## src/rtl/int_div_32.sv

```systemverilog
// int_div_32: iterative radix-2 restoring divider for RV32M DIV/DIVU/REM/REMU.
// One operation in flight; quotient and remainder are returned together with a
// fixed latency of OPERAND_SIZE+2 falling edges, counting the accepting edge.
// All state updates on the falling edge of clk to line up with the multiplier.

module int_div_32 #(
  parameter int OPERAND_SIZE = 32
) (
  input  logic                    clk,
  input  logic                    rst,
  input  logic                    start,
  input  logic                    signed_div_i,
  input  logic [OPERAND_SIZE-1:0] X,
  input  logic [OPERAND_SIZE-1:0] Y,
  output logic                    busy,
  output logic                    result_rdy,
  output logic [OPERAND_SIZE-1:0] Quotient,
  output logic [OPERAND_SIZE-1:0] Remainder
);

  localparam int W  = OPERAND_SIZE;
  localparam int CW = (W > 1) ? $clog2(W) : 1;

  localparam logic [1:0] S_IDLE   = 2'd0;
  localparam logic [1:0] S_DIVIDE = 2'd1;
  localparam logic [1:0] S_FIXUP  = 2'd2;

  localparam logic [W-1:0] MIN_NEG  = {1'b1, {(W-1){1'b0}}};
  localparam logic [W-1:0] ALL_ONES = {W{1'b1}};
  localparam logic [CW-1:0] LAST_IT = CW'(W - 1);

  // Control state
  logic [1:0]    state_q, state_d;
  logic [CW-1:0] cnt_q, cnt_d;
  logic          busy_q, busy_d;
  logic          rdy_q, rdy_d;

  // Captured operation attributes
  logic          signed_q, signed_d;
  logic          q_neg_q, q_neg_d;
  logic          r_neg_q, r_neg_d;
  logic          dbz_q, dbz_d;
  logic          ovf_q, ovf_d;
  logic [W-1:0]  x_orig_q, x_orig_d;

  // Datapath: partial remainder, dividend/quotient shift register, divisor
  logic [W-1:0]  prem_q, prem_d;
  logic [W-1:0]  dvd_q, dvd_d;
  logic [W-1:0]  dvs_q, dvs_d;

  // Result registers
  logic [W-1:0]  quo_q, quo_d;
  logic [W-1:0]  rem_q, rem_d;

  // Combinational helpers
  logic          x_neg, y_neg;
  logic [W-1:0]  x_mag, y_mag;
  logic [W:0]    trial;
  logic [W:0]    diff;
  logic          fits;
  logic [W-1:0]  quo_fix, rem_fix;

  // Operand magnitudes, trial subtraction and sign fix-up values
  always_comb begin
    x_neg   = signed_div_i & X[W-1];
    y_neg   = signed_div_i & Y[W-1];
    x_mag   = x_neg ? (~X + 1'b1) : X;
    y_mag   = y_neg ? (~Y + 1'b1) : Y;
    // The partial remainder is always below the divisor, so {prem, next bit}
    // fits in W+1 bits and the MSB of the W+1-bit difference is its sign.
    trial   = {prem_q, dvd_q[W-1]};
    diff    = trial - {1'b0, dvs_q};
    fits    = ~diff[W];
    quo_fix = (signed_q & q_neg_q) ? (~dvd_q + 1'b1) : dvd_q;
    rem_fix = (signed_q & r_neg_q) ? (~prem_q + 1'b1) : prem_q;
  end

  // Next-state and datapath update for IDLE / DIVIDE / FIXUP
  always_comb begin
    // NOTE: every signal gets a hold default first so no path can infer a latch.
    state_d  = state_q;
    cnt_d    = cnt_q;
    busy_d   = busy_q;
    rdy_d    = 1'b0;
    signed_d = signed_q;
    q_neg_d  = q_neg_q;
    r_neg_d  = r_neg_q;
    dbz_d    = dbz_q;
    ovf_d    = ovf_q;
    x_orig_d = x_orig_q;
    prem_d   = prem_q;
    dvd_d    = dvd_q;
    dvs_d    = dvs_q;
    quo_d    = quo_q;
    rem_d    = rem_q;

    case (state_q)
      S_IDLE: begin
        if (start) begin
          signed_d = signed_div_i;
          q_neg_d  = X[W-1] ^ Y[W-1];
          r_neg_d  = X[W-1];
          dbz_d    = (Y == '0);
          ovf_d    = signed_div_i && (X == MIN_NEG) && (Y == ALL_ONES);
          x_orig_d = X;
          dvd_d    = x_mag;
          dvs_d    = y_mag;
          prem_d   = '0;
          cnt_d    = '0;
          busy_d   = 1'b1;
          state_d  = S_DIVIDE;
        end
      end

      S_DIVIDE: begin
        prem_d = fits ? diff[W-1:0] : trial[W-1:0];
        dvd_d  = {dvd_q[W-2:0], fits};
        cnt_d  = cnt_q + 1'b1;
        if (cnt_q == LAST_IT) begin
          state_d = S_FIXUP;
        end
      end

      S_FIXUP: begin
        if (dbz_q) begin
          quo_d = ALL_ONES;
          rem_d = x_orig_q;
        end else if (ovf_q) begin
          quo_d = MIN_NEG;
          rem_d = '0;
        end else begin
          quo_d = quo_fix;
          rem_d = rem_fix;
        end
        rdy_d   = 1'b1;
        busy_d  = 1'b0;
        state_d = S_IDLE;
      end

      default: begin
        state_d = S_IDLE;
        busy_d  = 1'b0;
      end
    endcase
  end

  // Falling-edge state registers with asynchronous active-high reset
  always_ff @(negedge clk or posedge rst) begin
    if (rst) begin
      state_q  <= S_IDLE;
      cnt_q    <= '0;
      busy_q   <= 1'b0;
      rdy_q    <= 1'b0;
      signed_q <= 1'b0;
      q_neg_q  <= 1'b0;
      r_neg_q  <= 1'b0;
      dbz_q    <= 1'b0;
      ovf_q    <= 1'b0;
      x_orig_q <= '0;
      prem_q   <= '0;
      dvd_q    <= '0;
      dvs_q    <= '0;
      quo_q    <= '0;
      rem_q    <= '0;
    end else begin
      // NOTE: non-blocking assignments so every register samples pre-edge values.
      state_q  <= state_d;
      cnt_q    <= cnt_d;
      busy_q   <= busy_d;
      rdy_q    <= rdy_d;
      signed_q <= signed_d;
      q_neg_q  <= q_neg_d;
      r_neg_q  <= r_neg_d;
      dbz_q    <= dbz_d;
      ovf_q    <= ovf_d;
      x_orig_q <= x_orig_d;
      prem_q   <= prem_d;
      dvd_q    <= dvd_d;
      dvs_q    <= dvs_d;
      quo_q    <= quo_d;
      rem_q    <= rem_d;
    end
  end

  assign busy       = busy_q;
  assign result_rdy = rdy_q;
  assign Quotient   = quo_q;
  assign Remainder  = rem_q;

endmodule

```

## config.mk

```make
export PLATFORM = sky130hd
export DESIGN_NAME = int_div_32
export DESIGN_NICKNAME = d
export VERILOG_FILES = /design/src/rtl/int_div_32.sv
export SDC_FILE = /design/constraint.sdc
export NUM_CORES = 1
export LEC_CHECK = 0
export ABC_AREA = 1
export CAP_MARGIN = 10
export CORE_ASPECT_RATIO = 0.7
export CORE_UTILIZATION = 39
export DETAILED_ROUTE_END_ITERATION = 12
export GPL_ROUTABILITY_DRIVEN = 0
export PLACE_DENSITY = 0.64
export SLEW_MARGIN = 30
export SYNTH_ARGS = -nofsm -noshare
export SYNTH_HDL_FRONTEND = slang
export SYNTH_SLANG_ARGS = --single-unit
```

## constraint.sdc

```tcl
create_clock -name clk -period 19.6 [get_ports clk]
set_input_delay 3.92 -clock clk [delete_from_list [all_inputs] [get_ports clk]]
set_output_delay 3.92 -clock clk [all_outputs]
set_load 0.1 [all_outputs]
```

=== Word level (Yosys, flattened, before mapping) ===
Index checks and enable logic that the tools add are counted.
Widths: inputs -> output; s select.

* Output and inout port bits: 66
* Register bits after elaboration: 206
* Word-level logic and storage cells: 69

* $add $sub $neg: 6
* Equal/unequal tests: 7
* Reductions and logical operators: 9
* Multiplexer cells: 21
* Bitwise operators: 11

{| class="wikitable"
|+ Operators with widths
! operator !! count
|-
| $mux 32 || 11
|-
| $add 32x1->32 const B || 4
|-
| $not 32->32 || 4
|-
| $pmux 32 s2 || 2
|-
| $eq 32x32->1 const B || 2
|-
| $sub 33x32->33 || 1
|-
| $logic_not 32->1 || 1
|-
| $pmux 5 s2 || 1
|-
| $reduce_and 2->1 || 4
|-
| $add 5x1->5 const B || 1
|-
| $eq 5x5->1 const B || 1
|-
| $mux 5 || 1
|-
| $and 1x1->1 || 4
|-
| $mux 2 || 2
|-
| $ne 2x2->1 const B || 2
|-
| $pmux 2 s2 || 1
|-
| $eq 2x1->1 const B || 1
|-
| $eq 2x2->1 const B || 1
|-
| $logic_and 1x1->1 || 2
|-
| $logic_not 2->1 || 1
|-
| $mux 1 || 2
|-
| $not 1->1 || 2
|-
| $pmux 1 s2 || 1
|-
| $reduce_bool 2->1 || 1
|-
| $xor 1x1->1 || 1
|}

=== Depth between registers and ports, before layout ===
Gate-level depths: netlist of the first run.

* Word-level depth: 5
* Gate-level depth with buffers: 18
* Depth with buffers taken out: 17

==> impl_metrics.py, run 1 <==
metrics = {
    "layout": {
        "antenna_cells": 0,
        "final_nets": 2416,
        "n_fill_cell": 3713,
        "final_common_cell": "nand2_1",
        "final_cell_count_no_fill": 2803,
        "syn_to_final_growth_pct": 16.9,
        "final_area_sq_um": 17000,
        "layout_common_cells": "nand2_1, inv_1, nand3_1, nor2_1, dfrtn_1",
        "drive_gt1_share_pct": 3.92,
        "regArea_sq_um": 5130,
        "multi_input_area_sq_um": 8010,
    },
    "sta": {
        "slew_viol_final": 0,
        "slew_headroom_pct": 32.8,
        "holdWs_ps": 434,
        "grt_setup_unrepaired": "false",
        "worst_pin_slew_ps": 1010,
        "skew_ps": 8.86,
        "finalHoldViolCount": 0,
        "setup_viol": 0,
        "fin_ws_ps": 3650,
        "fin_setup_tns_ps": 0,
    },
    "critical_path": {
        "reg2regPathDepth": 17,
        "cpPeakStageDelay_ps": 1180,
        "worstPathRequired_ps": 15680,
        "cp_top_family": "buffers and inverters",
        "r2r_setup_slack_ps": 16510,
        "crit_buf_inv": 1,
        "critPathKind": "reg -> out",
        "crit_chain": "clkdlybuf4s50_1",
        "critPathMaxFanout": 2,
        "arrival_ps": 12030,
        "crit_path_start_kind": "register",
        "end_kind": "output pin",
        "worstReg2RegEnd": "prem_q[25]",
        "crit-reg2reg-launch": "dvd_q[31]",
        "crit_slowest_cell": "clkdlybuf4s50_1",
    },
    "floorplanning": {
        "row_count": 58,
        "dieArea_sq_um": 38100,
        "start_util_pct": 40.0,
        "io-pin-count": 134,
        "die_h_um": 164,
        "fp.dieW_um": 233,
        "core_area_sq_um": 36400,
    },
    "placed_design": {
        "place_area_sq_um": 16300,
        "io_buffers": 133,
        "dp_slack_ps": 3240,
        "dp.cells": 2764,
        "hpwlAfterDp_um": 37000,
    },
    "global_routing": {
        "grt_usage_pct": 25.1,
        "overflow": 0,
        "antenna_found_initial": 3,
        "grt_max_degree": 82,
        "grt_pass1_wl_um": 75500,
        "first_global_vias": 14000,
    },
    "clocking": {
        "postCtsHoldBufs": 0,
        "cts_buffers": 22,
        "htreeDepth": 1,
        "clock_path_buffers": 3,
        "cts_root_buf": "clkbuf_16",
        "clk_pin_slew_worst_paths_ps": 50,
        "cts-resized-gates": 0,
        "cts_tree": "yes",
        "clock_latency_ps": 520,
        "cts_sinks": 205,
        "post_cts_buffers": 0,
    },
    "synth": {
        "synthFlopType": "dfrtn_1",
        "ys_async_sr_fraction_pct": 100,
        "synth_edf_count": 0,
        "ys_types": 49,
        "netlist_instances": 2215,
        "syn_area_per_cell_sq_um": 6.57,
        "ys_seq_area_share_pct": 35.3,
        "syn_nets": 2323,
        "ys_warn_count": 0,
        "synth_seq_cells": 205,
        "synthesis.area_sq_um": 14600,
    },
    "detailed_routing": {
        "ant_nets": 0,
        "avgRoutedWirePerCell_um": 17.1,
        "drt_first_pass_iters": 7,
        "viasPerCell": 5.46,
        "drtIter0Drc": 1899,
        "vias": 15300,
        "drt-total-wl_um": 47900,
        "drc": 0,
    },
    "worst_hold_path": {
        "hp-class": "reg -> reg",
        "min_from": "x_orig_q[19]",
        "hold_end": "x_orig_q[19]",
        "hold_depth": 2,
    },
    "power": {
        "ir_drop_mv": 0.0717,
        "leakagePower_uw": 0.00845,
        "power_density_nw_per_um2": 184,
    },
    "run_status": {
        "outcome": "finished clean",
    },
    "job": {
        "maxCapViolations": 0,
    },
}
sequential cells by signal, summed over array words and instances, names as in the netlist, 2 cells and up:
signal     flops
state_q        2
Quotient      32
dvs_q         32
Remainder     32
cnt_q          5
x_orig_q      31
prem_q        32
dvd_q         32
cell families after synthesis:
logic type / Yosys count / share of synthesized area (%)
AOI/OAI and AO/OA: 299 / 11.4
xor gates and xnor gates: 50 / 3.01
adders and majority gates: 40 / 3.49
buffers and inverters: 367 / 9.88
DFF: 205 / 35.3
and+or+nand+nor: 1254 / 37.0
per-layer routing:
metal / vias up / GRT usage (%) / wire, um
li1: 7323 / - / -
met1: 7156 / 39.9 / 23700
met2: 737 / 33.2 / 18100
met3: 80 / 5.78 / 5030
met4: 2 / 6.18 / 1090
met5: - / 0 / 13
area by class of cell:
class,instances,area share (%)
well taps,480,3.53
flip-flops and latches,205,30.2
repair buffers,146,8.43
multi-input cells,1643,47.1
inverters,290,6.45
clock buffers,36,4.08
clock inverters,3,0.250
cell usage after synthesis, drive strengths merged, types with 3 or more instances:
master | count | area share, %
a21o | 3 | 0.15
a21oi | 130 | 4.6
a22oi | 29 | 1.5
buf | 27 | 1.1
clkbuf | 50 | 1.3
dfrtn | 205 | 35
ha | 39 | 3.4
inv | 289 | 7.5
nand2 | 646 | 17
nand3 | 267 | 9.3
nand3b | 17 | 0.88
nand4 | 37 | 1.6
nor2 | 255 | 6.8
nor3 | 15 | 0.58
nor4 | 9 | 0.39
o211ai | 8 | 0.41
o21ai | 109 | 3.7
o22ai | 7 | 0.30
o31ai | 3 | 0.15
or2 | 5 | 0.21
xnor2 | 11 | 0.66
xor2 | 39 | 2.3
how the worst max path moves through the flow:
stage	slack, ps	depth (start not counted)	to	from
2_1_floorplan	480	1	Quotient[0]	rst
3_3_place_gp	3280	7	dvd_q[31]	start
3_5_place_dp	3240	7	dvd_q[31]	start
4_1_cts	3650	1	Remainder[13]	Remainder[13]
5_1_grt	3540	7	dvd_q[31]	start
6_report	3650	1	Remainder[13]	Remainder[13]
report_power, final:
part           leakage [uW]  internal (uW)  switching [uW]  total [uW]
Clock              0.000359            254             176         430
Sequential          0.00242            605             174         779
Combinational       0.00567            615            1300        1920
Total               0.00845           1470            1650        3130
metrics by stage:
step	power, uW	util (%)
after CTS	3100	46.8
after floorplan	2160	-
final	3130	46.8
after global placement	2610	44.7
after global routing	3400	46.8
after detailed placement	2660	44.7
Power figures use the tool's default switching activity.
==> run 2, diff against run 1 <==
==> constraint.sdc (replaced) <==
create_clock -name clk -period 14.79 [get_ports clk]
set_input_delay 2.958 -clock clk [delete_from_list [all_inputs] [get_ports clk]]
set_output_delay 2.958 -clock clk [all_outputs]
set_load 0.1 [all_outputs]
==> run 2 against run 1 <==
Effect of this change: via count down 0.31%; clock skew is 4.9 ps higher; cell count is 0.11% higher; critical path depth stayed put; count of clock-buffer cells in the layout is 4 lower; die area did not move.
==> impl_metrics.py, run 2 (synthesized netlist as in run 1, its figures left out) <==
metrics = {
    "clocking": {
        "cts_root_buf": "clkbuf_16",
        "htreeDepth": 1,
        "cts_buffers": 23,
        "cts_tree": "yes",
        "post_cts_buffers": 0,
        "clock_latency_ps": 540,
        "postCtsHoldBufs": 0,
        "clock_path_buffers": 3,
        "cts-resized-gates": 0,
        "cts_sinks": 205,
        "clk_pin_slew_worst_paths_ps": 50,
    },
    "power": {
        "p_comb_share_pct": 61.7,
        "power_density_nw_per_um2": 243,
        "finalPower_uw": 4130,
        "p_sw_share_pct": 53.2,
        "pwr-share-clk_pct": 13.6,
        "leakagePower_uw": 0.00846,
        "seqPwrFrac_pct": 24.8,
        "ir_drop_mv": 0.103,
        "power.switching_uw": 2200,
        "intPower_uw": 1930,
    },
    "layout": {
        "layout_common_cells": "nand2_1, inv_1, nand3_1, nor2_1, dfrtn_1",
        "final_core_util_pct": 46.8,
        "syn_to_final_growth_pct": 16.9,
        "final_common_cell": "nand2_1",
        "n_fill_cell": 3694,
        "final_nets": 2420,
        "antenna_cells": 0,
        "drive_gt1_share_pct": 4.17,
        "final_cell_count_no_fill": 2806,
    },
    "floorplanning": {
        "die_h_um": 164,
        "start_util_pct": 40.0,
        "io-pin-count": 134,
        "dieArea_sq_um": 38100,
        "core_area_sq_um": 36400,
        "row_count": 58,
        "fp.dieW_um": 233,
    },
    "critical_path": {
        "crit_chain": "clkdlybuf4s50_1",
        "critPathMaxFanout": 2,
        "cpPeakStageDelay_ps": 1170,
        "reg2regPathDepth": 17,
        "crit-reg2reg-launch": "dvd_q[31]",
        "crit_buf_inv": 1,
        "end_kind": "output pin",
        "worstReg2RegEnd": "prem_q[24]",
        "critPathKind": "reg -> out",
        "crit_path_start_kind": "register",
        "r2r_setup_slack_ps": 11750,
        "cp_top_family": "buffers and inverters",
        "crit_slowest_cell": "clkdlybuf4s50_1",
        "arrival_ps": 9600,
        "worstPathRequired_ps": 11830,
    },
    "detailed_routing": {
        "vias": 15300,
        "avgRoutedWirePerCell_um": 17.1,
        "drc": 0,
        "drt-total-wl_um": 47900,
        "drt_first_pass_iters": 6,
        "viasPerCell": 5.43,
        "drtIter0Drc": 1789,
        "ant_nets": 0,
    },
    "sta": {
        "grt_setup_unrepaired": "false",
        "slew_headroom_pct": 32.7,
        "finalHoldViolCount": 0,
        "skew_ps": 13.8,
        "fin_setup_tns_ps": 0,
        "worst_pin_slew_ps": 1010,
        "slew_viol_final": 0,
        "setup_viol": 0,
    },
    "run_status": {
        "outcome": "finished clean",
    },
    "worst_hold_path": {
        "hold_end": "busy",
        "hp-class": "reg -> reg",
        "min_from": "busy",
        "hold_depth": 2,
    },
    "global_routing": {
        "grt_max_degree": 141,
        "grt_usage_pct": 25.2,
        "antenna_found_initial": 0,
        "grt_pass1_wl_um": 75700,
        "overflow": 0,
        "first_global_vias": 13800,
    },
    "placed_design": {
        "hpwlAfterDp_um": 37100,
        "io_buffers": 133,
        "dp.cells": 2767,
    },
    "job": {
        "maxCapViolations": 0,
    },
}
-- run 2: changes by cell type in the layout (fill, tap and decap cells not counted), moves of 2 or more --
cell      previous run  this run
buf_4               12        15
inv_6                0         3
clkinv_2             2         4
clkbuf_1             6         3
-- run 2: routing by layer --
metal,part of all wire (%),global-route usage [%],vias up
met5,0,0,-
met4,1.3,3.80,0
met3,11,5.83,49
met2,39,33.7,672
met1,49,40.3,7191
li1,-,-,7338
-- run 2: worst max path at each step --
stage,slack [ps],cells after the start,endpoint,from
floorplan,1910,1,Quotient[0],rst
global placement,2030,7,dvd_q[31],start
detailed placement,1970,7,dvd_q[31],start
CTS,2200,1,Remainder[22],Remainder[22]
global route,2200,1,Remainder[22],Remainder[22]
finish,2230,1,Remainder[22],Remainder[22]
-- run 2: power by group through the flow --
stage / Combinational, uW / Clock, uW / Sequential [uW]
final: 2550 / 561 / 1020
after global routing: 2850 / 594 / 1050
after CTS: 2510 / 571 / 1020
after detailed placement: 2500 / 0 / 1020
after global placement: 2450 / 0 / 1020
after floorplan: 1770 / 0 / 1100
-- run 2: cell type report --
cell class / instances / area [sq um] / share of cell area (%)
Tap cell: 480 / 601 / 3.53
Inverter: 290 / 1090 / 6.43
Timing Repair Buffer: 149 / 1460 / 8.60
Clock inverter: 7 / 48.8 / 0.287
Sequential cell: 205 / 5130 / 30.2
Clock buffer: 32 / 669 / 3.93
Multi-Input combinational cell: 1643 / 8010 / 47.1
-- run 2: metrics by stage --
step,hold WS [ps],worst slack (ps),instance area (sq um)
after global placement,428,2030,16300
final,424,2230,17000
after floorplan,410,1910,14600
after detailed placement,427,1970,16300
after global routing,449,2200,17000
after CTS,430,2200,17000
==> run 3, diff against run 2 <==
==> constraint.sdc (replaced) <==
create_clock -name clk -period 11.84 [get_ports clk]
set_input_delay 2.368 -clock clk [delete_from_list [all_inputs] [get_ports clk]]
set_output_delay 2.368 -clock clk [all_outputs]
set_load 0.1 [all_outputs]
==> run 3 against run 2 <==
Effect of this change: utilization is 0.079 points higher; total power is 26% higher; critical endpoint is now Remainder[21]; non-clock buffer count is 3 higher; hold slack better by 9.3 ps.
==> impl_metrics.py, run 3 (synthesized netlist as in run 1, its figures left out) <==
metrics = {
    "floorplanning": {
        "start_util_pct": 40.0,
        "core_area_sq_um": 36400,
        "io-pin-count": 134,
        "dieArea_sq_um": 38100,
        "fp.dieW_um": 233,
        "die_h_um": 164,
        "row_count": 58,
    },
    "sta": {
        "setup_viol": 0,
        "holdWs_ps": 433,
        "fin_ws_ps": 1350,
        "skew_ps": 10.0,
        "fin_setup_tns_ps": 0,
        "slew_headroom_pct": 32.9,
        "worst_pin_slew_ps": 1000,
        "slew_viol_final": 0,
        "finalHoldViolCount": 0,
        "grt_setup_unrepaired": "false",
    },
    "global_routing": {
        "grt_pass1_wl_um": 76300,
        "grt_max_degree": 87,
        "antenna_found_initial": 0,
        "overflow": 0,
        "grt_usage_pct": 25.5,
        "first_global_vias": 13800,
    },
    "worst_hold_path": {
        "hold_depth": 2,
        "min_from": "dvs_q[7]",
        "hold_end": "dvs_q[7]",
        "hp-class": "reg -> reg",
    },
    "layout": {
        "syn_to_final_growth_pct": 17.1,
        "final_common_cell": "nand2_1",
        "antenna_cells": 0,
        "final_nets": 2422,
        "layout_common_cells": "nand2_1, inv_1, nand3_1, nor2_1, dfrtn_1",
        "n_fill_cell": 3631,
        "final_cell_count_no_fill": 2808,
        "drive_gt1_share_pct": 4.17,
    },
    "critical_path": {
        "critPathKind": "reg -> out",
        "end_kind": "output pin",
        "worstPathRequired_ps": 9470,
        "critPathMaxFanout": 2,
        "crit_buf_inv": 1,
        "r2r_setup_slack_ps": 8740,
        "crit_slowest_cell": "clkdlybuf4s50_1",
        "crit-reg2reg-launch": "dvd_q[31]",
        "arrival_ps": 8120,
        "crit_chain": "clkdlybuf4s50_1",
        "worstReg2RegEnd": "prem_q[23]",
        "crit_path_start_kind": "register",
        "cpPeakStageDelay_ps": 1170,
        "cp_top_family": "buffers and inverters",
        "reg2regPathDepth": 17,
    },
    "power": {
        "p_sw_share_pct": 53.2,
        "intPower_uw": 2440,
        "ir_drop_mv": 0.117,
        "p_comb_share_pct": 61.8,
        "leakagePower_uw": 0.00847,
        "power_density_nw_per_um2": 305,
        "seqPwrFrac_pct": 24.6,
        "power.switching_uw": 2760,
        "pwr-share-clk_pct": 13.6,
        "finalPower_uw": 5200,
    },
    "placed_design": {
        "io_buffers": 133,
        "dp.cells": 2770,
        "dp_slack_ps": 1200,
        "hpwlAfterDp_um": 37400,
    },
    "detailed_routing": {
        "viasPerCell": 5.43,
        "avgRoutedWirePerCell_um": 17.2,
        "drt_first_pass_iters": 6,
        "vias": 15300,
        "drtIter0Drc": 1746,
        "ant_nets": 0,
        "drc": 0,
        "drt-total-wl_um": 48300,
    },
    "clocking": {
        "post_cts_buffers": 0,
        "htreeDepth": 1,
        "cts_sinks": 205,
        "clock_path_buffers": 3,
        "cts_root_buf": "clkbuf_16",
        "clk_pin_slew_worst_paths_ps": 50,
        "clock_latency_ps": 530,
        "cts_tree": "yes",
        "cts-resized-gates": 0,
        "postCtsHoldBufs": 0,
        "cts_buffers": 22,
    },
    "run_status": {
        "outcome": "finished clean",
    },
    "job": {
        "maxCapViolations": 0,
    },
}
## run 3: worst max path at each step
stage,slack (ps),depth (start not counted),end,startpoint
global placement,1270,7,dvs_q[12],Y[31]
finish,1350,1,Remainder[21],Remainder[21]
CTS,1320,1,Remainder[22],Remainder[22]
floorplan,1030,1,Quotient[0],rst
global route,1330,1,Remainder[29],Remainder[29]
detailed placement,1200,7,dvs_q[12],Y[31]
## run 3: metrics by stage
stage	area [sq um]	util, %
floorplan	14600	-
global placement	16300	44.9
detailed placement	16300	44.9
CTS	17000	46.9
global route	17000	46.9
finish	17000	46.9
## run 3: tightest hold or removal path: stages (launching register included)
cell	delay (ps)
dfrtn_1	410
nand2_1	50
o21ai_0	60
## run 3: power by group through the flow
stage          logic (uW)  clock network, uW  registers (uW)
2_1_floorplan        2200                  0            1380
3_3_place_gp         3080                  0            1270
3_5_place_dp         3140                  0            1280
4_1_cts              3150                722            1270
5_1_grt              3610                747            1310
6_report             3210                709            1280
## run 3: area by class of cell
cell class	count	area, sq um	share of cell area, %
Clock inverter	4	47.5	0.279
Multi-Input combinational cell	1643	8010	47.0
Clock buffer	34	677	3.97
Timing Repair Buffer	152	1490	8.72
Sequential cell	205	5130	30.1
Tap cell	480	601	3.52
Inverter	290	1090	6.42
## run 3: per-layer routing
layer / GRT usage, % / wire (um)
met4: 4.49 / 863
met5: 0 / 0
met2: 33.0 / 18200
met3: 6.09 / 5300
met1: 41.4 / 23900
